$ cat config.mk
export PLATFORM = sky130hd
export DESIGN_NAME = apb_cmd_master_flat
export DESIGN_NICKNAME = d
export VERILOG_FILES = /design/src/rtl/apb_cmd_master_if.sv /design/src/rtl/apb_cmd_master.sv /design/src/flat_wrapper.sv
export SDC_FILE = /design/constraint.sdc
export NUM_CORES = 1
export LEC_CHECK = 0
export ABC_AREA = 1
export CORE_ASPECT_RATIO = 0.8
export CORE_MARGIN = 5
export CORE_UTILIZATION = 43
export CTS_BUF_LIST = sky130_fd_sc_hd__clkbuf_16
export DETAILED_ROUTE_END_ITERATION = 10
export PLACE_DENSITY_LB_ADDON = 0.08
export SYNTH_ARGS = -nofsm -noshare
export SYNTH_HDL_FRONTEND = slang
export SYNTH_SLANG_ARGS = --single-unit
$ cat constraint.sdc
create_clock -name PCLK -period 2.5 [get_ports PCLK]
set_input_delay 0.5 -clock PCLK [delete_from_list [all_inputs] [get_ports PCLK]]
set_output_delay 0.5 -clock PCLK [all_outputs]
set_load 0.005 [all_outputs]
$ cat src/rtl/apb_cmd_master_if.sv
// APB3 bus bundle between a fabric-side initiator and its slave(s).
// master modport: drives PSEL/PENABLE/PWRITE/PADDR/PWDATA, samples PRDATA/PREADY/PSLVERR.
// slave modport : the mirror image.
interface apb_cmd_master_if #(
  parameter int unsigned ADDR_W = 32,
  parameter int unsigned DATA_W = 32
);
  logic              PSEL;
  logic              PENABLE;
  logic              PWRITE;
  logic [ADDR_W-1:0] PADDR;
  logic [DATA_W-1:0] PWDATA;
  logic [DATA_W-1:0] PRDATA;
  logic              PREADY;
  logic              PSLVERR;

  modport master (
    output PSEL, PENABLE, PWRITE, PADDR, PWDATA,
    input  PRDATA, PREADY, PSLVERR
  );

  modport slave (
    input  PSEL, PENABLE, PWRITE, PADDR, PWDATA,
    output PRDATA, PREADY, PSLVERR
  );
endinterface

$ cat src/rtl/apb_cmd_master.sv
// Fabric-side APB3 initiator. Converts single-beat fabric commands into APB3
// transfers and optionally auto-polls one read address at a fixed period.
// Ports:
//   PCLK, PRESERN          clock, async active-low reset
//   cmd_valid/cmd_ready    command handshake; cmd_write/cmd_addr/cmd_wdata payload
//   rsp_valid              one-cycle completion pulse; rsp_rdata/rsp_err/rsp_timeout/rsp_poll
//   poll_en, poll_addr     auto-poll control; poll_data = last error-free poll read
//   apb                    APB3 master side of the bus
module apb_cmd_master #(
  parameter int unsigned ADDR_W      = 32,
  parameter int unsigned DATA_W      = 32,
  parameter int unsigned POLL_PERIOD = 50000,
  parameter int unsigned TIMEOUT     = 255
) (
  input  logic              PCLK,
  input  logic              PRESERN,
  input  logic              cmd_valid,
  output logic              cmd_ready,
  input  logic              cmd_write,
  input  logic [ADDR_W-1:0] cmd_addr,
  input  logic [DATA_W-1:0] cmd_wdata,
  output logic              rsp_valid,
  output logic [DATA_W-1:0] rsp_rdata,
  output logic              rsp_err,
  output logic              rsp_timeout,
  output logic              rsp_poll,
  input  logic              poll_en,
  input  logic [ADDR_W-1:0] poll_addr,
  output logic [DATA_W-1:0] poll_data,
  apb_cmd_master_if.master  apb
);

  localparam int unsigned PCNT_W = (POLL_PERIOD < 2) ? 1 : $clog2(POLL_PERIOD);
  localparam int unsigned WAIT_W = (TIMEOUT < 2) ? 1 : $clog2(TIMEOUT);

  typedef enum logic [1:0] {IDLE, SETUP, ACCESS, RESP} state_t;

  typedef struct packed {
    logic [ADDR_W-1:0] addr;
    logic [DATA_W-1:0] wdata;
    logic              write;
    logic              poll;
  } xfer_t;

  state_t              state_q,     state_d;
  xfer_t               xfer_q,      xfer_d;
  logic [WAIT_W-1:0]   wait_q,      wait_d;
  logic [PCNT_W-1:0]   poll_cnt_q,  poll_cnt_d;
  logic                poll_pend_q, poll_pend_d;
  logic                psel_q,      psel_d;
  logic                penable_q,   penable_d;
  logic                ready_q,     ready_d;
  logic                rvalid_q,    rvalid_d;
  logic [DATA_W-1:0]   rdata_q,     rdata_d;
  logic                err_q,       err_d;
  logic                to_q,        to_d;
  logic                rpoll_q,     rpoll_d;
  logic [DATA_W-1:0]   pdata_q,     pdata_d;
  logic                take_poll;
  logic                poll_expire;

  // State/output registers; reset clears everything, dropping PSEL/PENABLE immediately.
  always_ff @(posedge PCLK or negedge PRESERN) begin
    if (!PRESERN) begin
      state_q     <= IDLE;
      xfer_q      <= '0;
      wait_q      <= '0;
      poll_cnt_q  <= '0;
      poll_pend_q <= 1'b0;
      psel_q      <= 1'b0;
      penable_q   <= 1'b0;
      ready_q     <= 1'b0;
      rvalid_q    <= 1'b0;
      rdata_q     <= '0;
      err_q       <= 1'b0;
      to_q        <= 1'b0;
      rpoll_q     <= 1'b0;
      pdata_q     <= '0;
    end else begin
      state_q     <= state_d;
      xfer_q      <= xfer_d;
      wait_q      <= wait_d;
      poll_cnt_q  <= poll_cnt_d;
      poll_pend_q <= poll_pend_d;
      psel_q      <= psel_d;
      penable_q   <= penable_d;
      ready_q     <= ready_d;
      rvalid_q    <= rvalid_d;
      rdata_q     <= rdata_d;
      err_q       <= err_d;
      to_q        <= to_d;
      rpoll_q     <= rpoll_d;
      pdata_q     <= pdata_d;
    end
  end

  // Next-state, transfer capture, poll timer and registered-output decode.
  always_comb begin
    state_d     = state_q;
    xfer_d      = xfer_q;
    wait_d      = wait_q;
    rdata_d     = rdata_q;
    err_d       = err_q;
    to_d        = to_q;
    rpoll_d     = rpoll_q;
    pdata_d     = pdata_q;
    poll_cnt_d  = '0;
    poll_pend_d = 1'b0;
    take_poll   = 1'b0;
    poll_expire = poll_en && (poll_cnt_q == PCNT_W'(POLL_PERIOD - 1));

    case (state_q)
      IDLE: begin
        // A pending poll has priority; cmd_ready is already low while it is pending.
        if (poll_pend_q) begin
          xfer_d.addr  = poll_addr;
          xfer_d.write = 1'b0;
          xfer_d.poll  = 1'b1;
          take_poll    = 1'b1;
          state_d      = SETUP;
        end else if (cmd_valid && ready_q) begin
          xfer_d  = '{addr: cmd_addr, wdata: cmd_wdata, write: cmd_write, poll: 1'b0};
          state_d = SETUP;
        end
      end
      SETUP: begin
        wait_d  = '0;
        state_d = ACCESS;
      end
      ACCESS: begin
        if (apb.PREADY) begin
          rdata_d = xfer_q.write ? '0 : apb.PRDATA;
          err_d   = apb.PSLVERR;
          to_d    = 1'b0;
          rpoll_d = xfer_q.poll;
          if (xfer_q.poll && !xfer_q.write && !apb.PSLVERR) begin
            pdata_d = apb.PRDATA;
          end
          state_d = RESP;
        end else if ((TIMEOUT != 0) && (wait_q == WAIT_W'(TIMEOUT - 1))) begin
          rdata_d = '0;
          err_d   = 1'b1;
          to_d    = 1'b1;
          rpoll_d = xfer_q.poll;
          state_d = RESP;
        end else begin
          wait_d = wait_q + WAIT_W'(1);
        end
      end
      RESP: begin
        state_d = IDLE;
      end
      default: begin
        state_d = IDLE;
      end
    endcase

    // Sticky poll request: a new expiry wins over the clear from launching a poll.
    if (poll_en) begin
      poll_cnt_d  = poll_expire ? '0 : poll_cnt_q + PCNT_W'(1);
      poll_pend_d = poll_expire || (poll_pend_q && !take_poll);
    end

    psel_d    = (state_d == SETUP) || (state_d == ACCESS);
    penable_d = (state_d == ACCESS);
    rvalid_d  = (state_d == RESP);
    ready_d   = (state_d == IDLE) && !poll_pend_d;
  end

  assign cmd_ready   = ready_q;
  assign rsp_valid   = rvalid_q;
  assign rsp_rdata   = rdata_q;
  assign rsp_err     = err_q;
  assign rsp_timeout = to_q;
  assign rsp_poll    = rpoll_q;
  assign poll_data   = pdata_q;

  assign apb.PSEL    = psel_q;
  assign apb.PENABLE = penable_q;
  assign apb.PWRITE  = xfer_q.write;
  assign apb.PADDR   = xfer_q.addr;
  assign apb.PWDATA  = xfer_q.wdata;

endmodule

$ cat src/flat_wrapper.sv
// flat-port wrapper written by rule: the top's interface ports become plain ports
module apb_cmd_master_flat 
#(
  parameter int unsigned ADDR_W      = 32,
  parameter int unsigned DATA_W      = 32,
  parameter int unsigned POLL_PERIOD = 50000,
  parameter int unsigned TIMEOUT     = 255
)
  (PCLK, PRESERN, cmd_valid, cmd_ready, cmd_write, cmd_addr, cmd_wdata, rsp_valid, rsp_rdata, rsp_err, rsp_timeout, rsp_poll, poll_en, poll_addr, poll_data, apb_PSEL, apb_PENABLE, apb_PWRITE, apb_PADDR, apb_PWDATA, apb_PRDATA, apb_PREADY, apb_PSLVERR);
  apb_cmd_master_if #(.ADDR_W(ADDR_W), .DATA_W(DATA_W)) apb_i ();
  input  logic PCLK;
  input  logic PRESERN;
  input  logic cmd_valid;
  output logic cmd_ready;
  input  logic cmd_write;
  input  logic [ADDR_W-1:0] cmd_addr;
  input  logic [DATA_W-1:0] cmd_wdata;
  output logic rsp_valid;
  output logic [DATA_W-1:0] rsp_rdata;
  output logic rsp_err;
  output logic rsp_timeout;
  output logic rsp_poll;
  input  logic poll_en;
  input  logic [ADDR_W-1:0] poll_addr;
  output logic [DATA_W-1:0] poll_data;
  output wire logic [$bits(apb_i.PSEL)-1:0] apb_PSEL;
  output wire logic [$bits(apb_i.PENABLE)-1:0] apb_PENABLE;
  output wire logic [$bits(apb_i.PWRITE)-1:0] apb_PWRITE;
  output wire logic [$bits(apb_i.PADDR)-1:0] apb_PADDR;
  output wire logic [$bits(apb_i.PWDATA)-1:0] apb_PWDATA;
  input wire logic [$bits(apb_i.PRDATA)-1:0] apb_PRDATA;
  input wire logic [$bits(apb_i.PREADY)-1:0] apb_PREADY;
  input wire logic [$bits(apb_i.PSLVERR)-1:0] apb_PSLVERR;
  assign apb_PSEL = apb_i.PSEL;
  assign apb_PENABLE = apb_i.PENABLE;
  assign apb_PWRITE = apb_i.PWRITE;
  assign apb_PADDR = apb_i.PADDR;
  assign apb_PWDATA = apb_i.PWDATA;
  assign apb_i.PRDATA = apb_PRDATA;
  assign apb_i.PREADY = apb_PREADY;
  assign apb_i.PSLVERR = apb_PSLVERR;
  apb_cmd_master #(.ADDR_W(ADDR_W), .DATA_W(DATA_W), .POLL_PERIOD(POLL_PERIOD), .TIMEOUT(TIMEOUT)) u_core (.PCLK(PCLK), .PRESERN(PRESERN), .cmd_valid(cmd_valid), .cmd_ready(cmd_ready), .cmd_write(cmd_write), .cmd_addr(cmd_addr), .cmd_wdata(cmd_wdata), .rsp_valid(rsp_valid), .rsp_rdata(rsp_rdata), .rsp_err(rsp_err), .rsp_timeout(rsp_timeout), .rsp_poll(rsp_poll), .poll_en(poll_en), .poll_addr(poll_addr), .poll_data(poll_data), .apb(apb_i));
endmodule
==> reports/metrics.cfg, run 1 <==
[layout]
num-nets-final = 1162
mostFrequentLayoutCell = clkdlybuf4s50_1
drive_above_1_share_pct = 8.92
final_util_pct = 61.3
layout_common_cells = clkdlybuf4s50_1 (269), dfrtp_1 (164), nand2_1 (160)
synthToLayoutAreaGrowth_pct = 40.8
antenna_cells = 0
design_area_sq_um = 10600
fin_cells = 1256

[logic_synthesis]
synthesis.area_sq_um = 7520
syn_inst = 811
synth_area_leaders = dfrtp_1 (55%), nand3_1 (8.3%), nand2_1 (8.0%)
synth-seq-cells = 164
synth_top_area_share_pct = 54.6
synth.avg_cell_area_sq_um = 9.27
synth_area_leader_cell = dfrtp_1
yosysWarnings = 0
yosysSeqAreaShare_pct = 54.6
synth.distinct_cells = 30
syn_nets = 955

[global_routing]
grt_usage_pct = 20.2
grt_overflow_total = 0
grt_pass1_vias = 5990
grt_pass1_wl_mm = 32.0
antenna_found_initial = 0
grt_max_degree = 67

[cts]
clk_path_buf_depth = 2
cts-root-buf = clkbuf_16
cts-resized-gates = 0
cts_hold_buffers = 0
cts_tree = done
post_cts_buffers = 0
htree_levels = 4
clock-sinks = 164
clk_latency_ns = 0.42
numCtsBuffers = 17
path_clk_slew_ns = 0.07

[detailed_routing]
first_pass_iters = 5
drt.antenna.violating_nets = 0
drc = 0
num_vias = 5976
wl_per_cell_microns = 15.8
wirelength_mm = 19.9
drtIter0Drc = 374
viasPerCell = 4.76

[sta]
hold_viol = 0
fin_setup_tns_ns = 0
hold_slack_ns = 0.0616
finalCriticalPeriod_ns = 1.92
max_freq_mhz = 522
setup_viol = 0
worstMarginPinSlew_ns = 0.634
rsz0062_at_grt = false
fin_skew_ns = 0.0103
finalCritPeriodShare_pct = 76.6
setup_ws_ns = 0.584
max_slew_margin_pct = 57.7
drv_slew = 0

[worst_setup_path]
worstPathMaxFanout = 32
endpoint_kind = register
timing.rr.end = u_core.apb.PWDATA[25]$_DFFE_PN0P_
rr_worst_depth = 6
worst_ep_arrival_time_ns = 2.22
slowest_stage = dfrtp_1
reg2reg_from = u_core.state_q[0]$_DFF_PN0_
crit_required_ns = 2.81
r2r_slack_ns = 0.58
crit_path_end = u_core.apb.PWDATA[25]$_DFFE_PN0P_
critical_path.most_common_cell = inv_1
path_class = register to register
crit_start = u_core.state_q[0]$_DFF_PN0_
crit_path_cell_trace = inv_1 > ha_1 > inv_1 > nor2_8 > nand2_4 > mux2_2
setup.worst_path.start_class = register
cpPeakStageDelay_ns = 0.39

[placement]
dp_hpwl_mm = 14.5
place_area_sq_um = 10000
port_buffers = 270
dpl.cell_count = 1224
finalWeightedCongestion = 0.836
dp_slack_ns = 0.465

[job]
maxCapViolCount = 0

[floorplan]
pin_count = 271
die_y_microns = 128
start_util_pct = 43.5
die_area_sq_um = 20300
core_sq_um = 17300
dieWidth_microns = 158
rows = 43

[power_and_ir_drop]
power_leakage_nw = 4.86
ir_drop_mv = 0.517
power_density_nw_per_um2 = 1070
p_total_mw = 11.3

[status]
outcome = completed

[worst_hold_path]
worstHoldPathType = input pin to async pin

## sequential cells by signal, indices dropped and copies added (netlist names)
signal              count
u_core.apb.PADDR       32
u_core.apb.PENABLE      1
u_core.apb.PSEL         1
u_core.apb.PWDATA      32
u_core.apb.PWRITE       1
u_core.cmd_ready        1
u_core.poll_cnt_q      16
u_core.poll_data       32
u_core.poll_pend_q      1
u_core.rsp_err          1
u_core.rsp_poll         1
u_core.rsp_rdata       32
u_core.rsp_timeout      1
u_core.rsp_valid        1
u_core.state_q          2
u_core.wait_q           8
u_core.xfer_q           1
## cell families (layout without fill, tap and decap cells)
logic type,count (synthesis),count (layout),synth area share (%)
AND/OR/NAND/NOR,338,338,19.6
AO/OA/AOI/OAI,85,85,6.01
flip-flops,164,164,54.6
buffers and inverters,174,394,12.5
multiplexers,32,32,4.79
adder cells (fa/ha/maj),9,9,1.50
XOR/XNOR,9,9,1.05
## worst min path at each step
stage / start / to
6_report: PRESERN / u_core.poll_data[16]$_DFFE_PN0P_
5_1_grt: PRESERN / u_core.poll_data[16]$_DFFE_PN0P_
4_1_cts: PRESERN / u_core.poll_data[16]$_DFFE_PN0P_
3_5_place_dp: u_core.apb.PADDR[12]$_DFFE_PN0P_ / u_core.apb.PADDR[12]$_DFFE_PN0P_
3_3_place_gp: u_core.apb.PADDR[0]$_DFFE_PN0P_ / u_core.apb.PADDR[0]$_DFFE_PN0P_
2_1_floorplan: PRESERN / u_core.apb.PADDR[0]$_DFFE_PN0P_
## power by group
group | internal [mW] | leakage [nW] | total [mW] | switching, mW
Clock | 1.48 | 0.280 | 2.59 | 1.11
Combinational | 2.62 | 2.49 | 4.47 | 1.85
Sequential | 3.72 | 2.09 | 4.30 | 0.574
Total | 7.82 | 4.86 | 11.3 | 3.53
## final cells by class
class | instances | area [sq um]
fillers | 1462 | 6680
flip-flops and latches | 164 | 4100
repair buffers | 287 | 2870
multi-input cells | 473 | 2470
clock buffers | 17 | 425
inverters | 75 | 282
well taps | 225 | 282
clock inverters | 15 | 153
## layer usage
metal / up-vias / track usage [%] / routed length [microns]
li1: 2972 / - / -
met1: 2776 / 26.1 / 8540
met2: 201 / 30.4 / 8960
met3: 27 / 9.35 / 2060
met4: 0 / 5.92 / 338
met5: - / 0 / 0
## synthesized netlist by cell type (all sizes together)
library cell and instances:
nor3 2, o21bai 2, and2 1, mux2 32, nand3 124, ha 9
clkbuf 15, inv 75, xor2 4, o211ai 1, nor2 44, buf 84
nand4 3, o21ai 77, dfrtp 164, nand3b 1, a21oi 5, nand2 163
xnor2 5
## critical path, delay by kind of cell (launching register included)
family | cells | cell delay, ns
buffers and inverters | 2 | 0.30
and+or+nand+nor | 2 | 0.37
muxes | 1 | 0.37
adders and majority gates | 1 | 0.34
DFF | 1 | 0.39
Power figures use the tool's default switching activity.
==> inputs of run 2 (changes only) <==
- CORE_UTILIZATION: 43 -> 41
- clock period: 2.5 -> 1.6 ns (I/O delays scaled with it)
==> run 2 against run 1 <==
Against the previous run:
- first-iteration DRC count is 18% lower
- core utilization down 1.8 points
- highest routed layer unchanged
- critical path type unchanged
- final cell count up 2.5%
- largest cell class unchanged
- critical path depth increased by 4
- clock power grew 53%
- largest power group is now sequential cells
- non-clock buffer count is 27 higher
- maximum frequency rose by 20%
- worst hold slack better by 0.33 ns
- power is 51% higher
- final area up 1.8%
- sequential cell count unchanged
- via count up 1.6%
==> reports/metrics.cfg, run 2 (synthesis results as in run 1) <==
[status]
outcome = completed

[placement]
port_buffers = 270  ; unchanged
dpl.cell_count = 1250  ; +2.1%
dp_hpwl_mm = 14.8  ; +2.6%
finalWeightedCongestion = 0.817  ; -2.3%

[worst_setup_path]
timing.rr.end = u_core.apb.PSEL$_DFF_PN0_
worstPathMaxFanout = 5  ; -84%
r2r_slack_ns = 0.001  ; -0.58 ns
cp_top_family = adder cells
cpPeakStageDelay_ns = 0.40  ; about the same
slowest_stage = dfrtp_1
path_class = register to register
reg2reg_from = u_core.state_q[0]$_DFF_PN0_
crit_required_ns = 1.92  ; -0.89 ns
worst_ep_arrival_time_ns = 1.92  ; -0.30 ns
endpoint_kind = register
path_buf_inv = 5  ; +3
setup.worst_path.start_class = register
crit_path_cell_trace = inv_2 > ha_2 > buf_4 > o21ai_2 > inv_1 > nor2_2 > o21ai_4 > inv_2 > ha_1 > inv_1
rr_worst_depth = 10  ; +4

[sta]
finalCritPeriodShare_pct = 99.9  ; +23 points
fin_skew_ns = 0.00876  ; -0.00158 ns
fin_setup_tns_ns = 0  ; unchanged
max_freq_mhz = 626  ; +20%
hold_viol = 0  ; unchanged
finalCriticalPeriod_ns = 1.60  ; -0.317 ns
max_slew_margin_pct = 69.8  ; +12 points
setup_viol = 0  ; unchanged
drv_slew = 0  ; unchanged
rsz0062_at_grt = true
worstMarginPinSlew_ns = 0.453  ; -0.181 ns

[cts]
clk_path_buf_depth = 2  ; unchanged
clk_latency_ns = 0.43  ; about the same
path_clk_slew_ns = 0.07  ; about the same
cts-root-buf = clkbuf_16
htree_levels = 4  ; unchanged
cts_tree = done
numCtsBuffers = 17  ; unchanged
clock-sinks = 164  ; unchanged

[layout]
drive_above_1_share_pct = 12.1  ; +3.2 points
mostFrequentLayoutCell = dfrtp_1
layout_common_cells = dfrtp_1 (164), nand2_1 (159), clkdlybuf4s50_1 (133), dlygate4sd2_1 (133), nand3_1 (124)
num-nets-final = 1189  ; +2.3%
fin_cells = 1288  ; +2.5%
antenna_cells = 0  ; unchanged
synthToLayoutAreaGrowth_pct = 43.3

[global_routing]
grt_usage_pct = 19.5  ; -0.67 points
grt_overflow_total = 0  ; unchanged
antenna_found_initial = 0  ; unchanged
grt_pass1_wl_mm = 33.3  ; +4.0%
grt_max_degree = 65  ; -3.0%
grt_pass1_vias = 6250  ; +4.3%

[floorplan]
die_area_sq_um = 21200  ; +4.5%
rows = 44  ; +2.3%
core_sq_um = 18100  ; +4.9%
pin_count = 271  ; unchanged
die_y_microns = 131  ; +2.2%
start_util_pct = 41.5  ; -2.0 points
dieWidth_microns = 161  ; +2.3%

[power_and_ir_drop]
p_total_mw = 17.1  ; +51%
power_leakage_nw = 5.42  ; +12%
ir_drop_mv = 0.903  ; +75%
power_density_nw_per_um2 = 1590  ; +48%

[job]
maxCapViolCount = 0  ; unchanged

[detailed_routing]
viasPerCell = 4.72  ; -0.89%
drt.antenna.violating_nets = 0  ; unchanged
num_vias = 6074  ; +1.6%
drc = 0  ; unchanged
wirelength_mm = 20.4  ; +2.4%
first_pass_iters = 4  ; -1
wl_per_cell_microns = 15.8  ; -0.17%
drtIter0Drc = 306  ; -18%

[worst_hold_path]
worstHoldPathType = input pin to async pin

==> run 2: worst max-delay path by stage <==
stage	slack, ns	endpoint	cells past startpoint	from
finish	0.001	u_core.apb.PSEL$_DFF_PN0_	10	u_core.state_q[0]$_DFF_PN0_
global route	-0.11	u_core.apb.PSEL$_DFF_PN0_	11	u_core.wait_q[0]$_DFFE_PN0P_
CTS	0.0006	apb_PWDATA[0]	1	u_core.apb.PWDATA[0]$_DFFE_PN0P_
detailed placement	-0.14	u_core.apb.PSEL$_DFF_PN0_	10	cmd_valid
global placement	-0.11	u_core.apb.PSEL$_DFF_PN0_	10	cmd_valid
floorplan	-0.008	u_core.apb.PSEL$_DFF_PN0_	12	u_core.wait_q[0]$_DFFE_PN0P_
==> run 2: where the power goes <==
group / switching (mW) / internal (mW)
combinational: 3.05 / 3.45
clock: 1.89 / 2.08
sequential: 0.824 / 5.81
total: 5.76 / 11.3
==> run 2: layout make-up <==
cell class / count / area, sq um
Multi-Input combinational cell: 473 / 2500
Timing Repair Buffer: 314 / 3030
Inverter: 75 / 282
Fill cell: 1631 / 7340
Sequential cell: 164 / 4100
Clock buffer: 17 / 425
Clock inverter: 15 / 151
Tap cell: 230 / 288
==> run 2: repair_timing <==
action                                  in CTS  in global routing
resized for setup                          138                 12
setup buffers                                4                  0
endpoints found under the hold margin       34                  0
endpoints found under the setup margin     157                 83
hold buffers                                 1                  0
gates cloned                                 0                  1
==> run 2: metrics by stage <==
step	setup slack, ns	cell area [sq um]	hold slack, ns	util (%)
after detailed placement	-0.144	10300	0.280	56.7
final	0.00142	10800	0.394	59.5
after global routing	-0.110	10800	0.426	59.5
after floorplan	-0.00813	7530	0.0244	-
after CTS	0.000638	10700	0.403	59.2
after global placement	-0.112	10300	0.282	56.7
==> run 2: metal layers <==
metal  vias up  routed length, microns  track usage [%]  share of wire [%]
li1       3023                       -                -                  -
met1      2850                    8650             24.5                 42
met2       174                    9480             30.6                 47
met3        27                    1810             7.73                8.9
met4         0                     431             7.20                2.1
met5         -                       0                0                  0
==> run 2: worst reg2reg max path, cell delays in order, from the launching register on <==
cell and delay (ns):
dfrtp_1 0.40, inv_2 0.08, ha_2 0.19, buf_4 0.15
o21ai_2 0.08, inv_1 0.09, nor2_2 0.05, o21ai_4 0.08
inv_2 0.06, ha_1 0.27, inv_1 0.04
==> inputs of run 3 (changes only) <==
- CORE_UTILIZATION: 41 -> 25
==> run 3 against run 2 <==
Against the previous run:
- clock skew increased by 0.0027 ns
- global-route usage decreased by 6.2 points
- maximum frequency rose by 2.5%
- largest power group is now combinational logic
- sequential power hardly changed
- non-clock buffer count grew 12
- count of clock-buffer cells in the layout unchanged
- critical path depth did not move
- worst hold slack got worse by 0.013 ns
- die area up 59%
- final area up 4.5%
==> reports/metrics.cfg, run 3 (synthesis results as in run 1) <==
[floorplan]
dieWidth_microns = 204  ; +26%
pin_count = 271  ; unchanged
die_area_sq_um = 33700  ; +59%
core_sq_um = 29500  ; +63%
rows = 56  ; +27%
die_y_microns = 165  ; +26%
start_util_pct = 25.5  ; -16 points

[placement]
dpl.cell_count = 1436  ; +15%
dp_hpwl_mm = 16.2  ; +8.9%
dp_slack_ns = -0.141  ; +0.00343 ns
place_area_sq_um = 10600  ; +3.0%
finalWeightedCongestion = 0.777  ; -4.8%
port_buffers = 270  ; unchanged

[detailed_routing]
num_vias = 6059  ; -0.25%
wl_per_cell_microns = 16.0  ; +0.96%
drt.antenna.violating_nets = 0  ; unchanged
wirelength_mm = 23.6  ; +16%
drc = 0  ; unchanged
drtIter0Drc = 214  ; -30%
viasPerCell = 4.11  ; -13%
first_pass_iters = 4  ; unchanged

[layout]
design_area_sq_um = 11300  ; +4.5%
antenna_cells = 0  ; unchanged
mostFrequentLayoutCell = dfrtp_1
fin_cells = 1475  ; +15%
synthToLayoutAreaGrowth_pct = 49.7
fill_cells = 3069  ; +88%
regArea_sq_um = 4100  ; unchanged
layout_common_cells = dfrtp_1 (164), nand2_1 (156), dlygate4sd2_1 (136)
num-nets-final = 1201  ; +1.0%
drive_above_1_share_pct = 13.5  ; +1.4 points
multi_input_area_sq_um = 2550  ; +2.1%

[power_and_ir_drop]
power_density_nw_per_um2 = 1610  ; +1.3%
ir_drop_mv = 0.762  ; -16%
power_leakage_nw = 5.54  ; +2.2%

[cts]
cts_tree = done
clk_path_buf_depth = 2  ; unchanged
cts-root-buf = clkbuf_16
clock-sinks = 164  ; unchanged
htree_levels = 4  ; unchanged
path_clk_slew_ns = 0.06  ; about the same
numCtsBuffers = 17  ; unchanged
clk_latency_ns = 0.43  ; about the same

[global_routing]
grt_pass1_wl_mm = 35.2  ; +6.0%
grt_pass1_vias = 6184  ; -1.1%
grt_usage_pct = 13.3  ; -6.2 points
grt_overflow_total = 0  ; unchanged
grt_max_degree = 65  ; unchanged
antenna_found_initial = 1  ; +1

[worst_setup_path]
worstPathMaxFanout = 7  ; +2
path_class = register to register
rr_worst_depth = 10  ; unchanged
cpPeakStageDelay_ns = 0.40  ; about the same
r2r_slack_ns = 0.04  ; +0.04 ns
cp_top_family = buffers and inverters
setup.worst_path.start_class = register
reg2reg_from = u_core.state_q[0]$_DFF_PN0_
endpoint_kind = register
crit_path_cell_trace = inv_2 > ha_4 > buf_4 > o21ai_2 > inv_1 > nor2_2 > o21ai_4 > inv_2 > ha_1 > inv_1
crit_required_ns = 1.92  ; about the same
worst_ep_arrival_time_ns = 1.88  ; -0.04 ns
slowest_stage = dfrtp_1
path_buf_inv = 5  ; unchanged
timing.rr.end = u_core.apb.PSEL$_DFF_PN0_

[sta]
setup_viol = 0  ; unchanged
max_freq_mhz = 641  ; +2.5%
drv_slew = 0  ; unchanged
rsz0062_at_grt = true
fin_skew_ns = 0.0114  ; +0.00267 ns
max_slew_margin_pct = 73.3  ; +3.5 points
setup_ws_ns = 0.0407  ; +0.0393 ns
hold_slack_ns = 0.381  ; -0.0132 ns
worstMarginPinSlew_ns = 0.401  ; -0.0519 ns
fin_setup_tns_ns = 0  ; unchanged
finalCritPeriodShare_pct = 97.5  ; -2.5 points
finalCriticalPeriod_ns = 1.56  ; -0.0393 ns
hold_viol = 0  ; unchanged

[job]
maxCapViolCount = 0  ; unchanged

[status]
outcome = completed

[worst_hold_path]
worstHoldPathType = input pin to async pin

-- run 3: how the worst max path moves through the flow --
stage / start / endpoint / cells after the start
finish: u_core.state_q[0]$_DFF_PN0_ / u_core.apb.PSEL$_DFF_PN0_ / 10
global route: u_core.wait_q[0]$_DFFE_PN0P_ / u_core.apb.PSEL$_DFF_PN0_ / 11
CTS: u_core.state_q[0]$_DFF_PN0_ / u_core.cmd_ready$_DFF_PN0_ / 10
detailed placement: apb_PREADY / u_core.poll_data[16]$_DFFE_PN0P_ / 6
global placement: apb_PREADY / u_core.apb.PSEL$_DFF_PN0_ / 8
floorplan: u_core.wait_q[0]$_DFFE_PN0P_ / u_core.apb.PSEL$_DFF_PN0_ / 12
-- run 3: area by class of cell --
cell class                 instances  share of cell area [%]
sequential                       164                    36.4
tap                              406                    4.51
timing repair buffer             326                    28.2
clock buffer                      17                    3.78
multi-input combinational        473                    22.6
clock inverter                    14                    1.88
inverter                          75                    2.50
-- run 3: repair_timing --
| action | in CTS | in global routing |
|---|---|---|
| endpoints found under the hold margin | 21 | 0 |
| cloned | 0 | 6 |
| hold buffers | 1 | 0 |
| pin swaps | 1 | 2 |
| gates resized for setup | 143 | 28 |
| endpoints found under the setup margin | 171 | 88 |
| buffers inserted | 1 | 0 |
-- run 3: power by group --
group / switching [mW] / internal (mW)
Combinational: 3.22 / 3.69
Sequential: 0.818 / 5.81
Clock: 1.79 / 2.76
Total: 5.83 / 12.3
-- run 3: stage by stage --
step	util, %	total power [mW]
3_3_place_gp	35.9	14.6
4_1_cts	37.6	18.2
5_1_grt	38.2	19.5
3_5_place_dp	35.9	14.6
6_report	38.2	18.1
2_1_floorplan	-	10.4
-- run 3: per-layer routing --
layer,global-route usage [%],share of wire (%),vias up
met5,0,0.047,-
met4,3.03,0.78,2
met3,5.92,8.5,13
met2,19.9,45,162
met1,17.8,46,2842
li1,-,-,3040
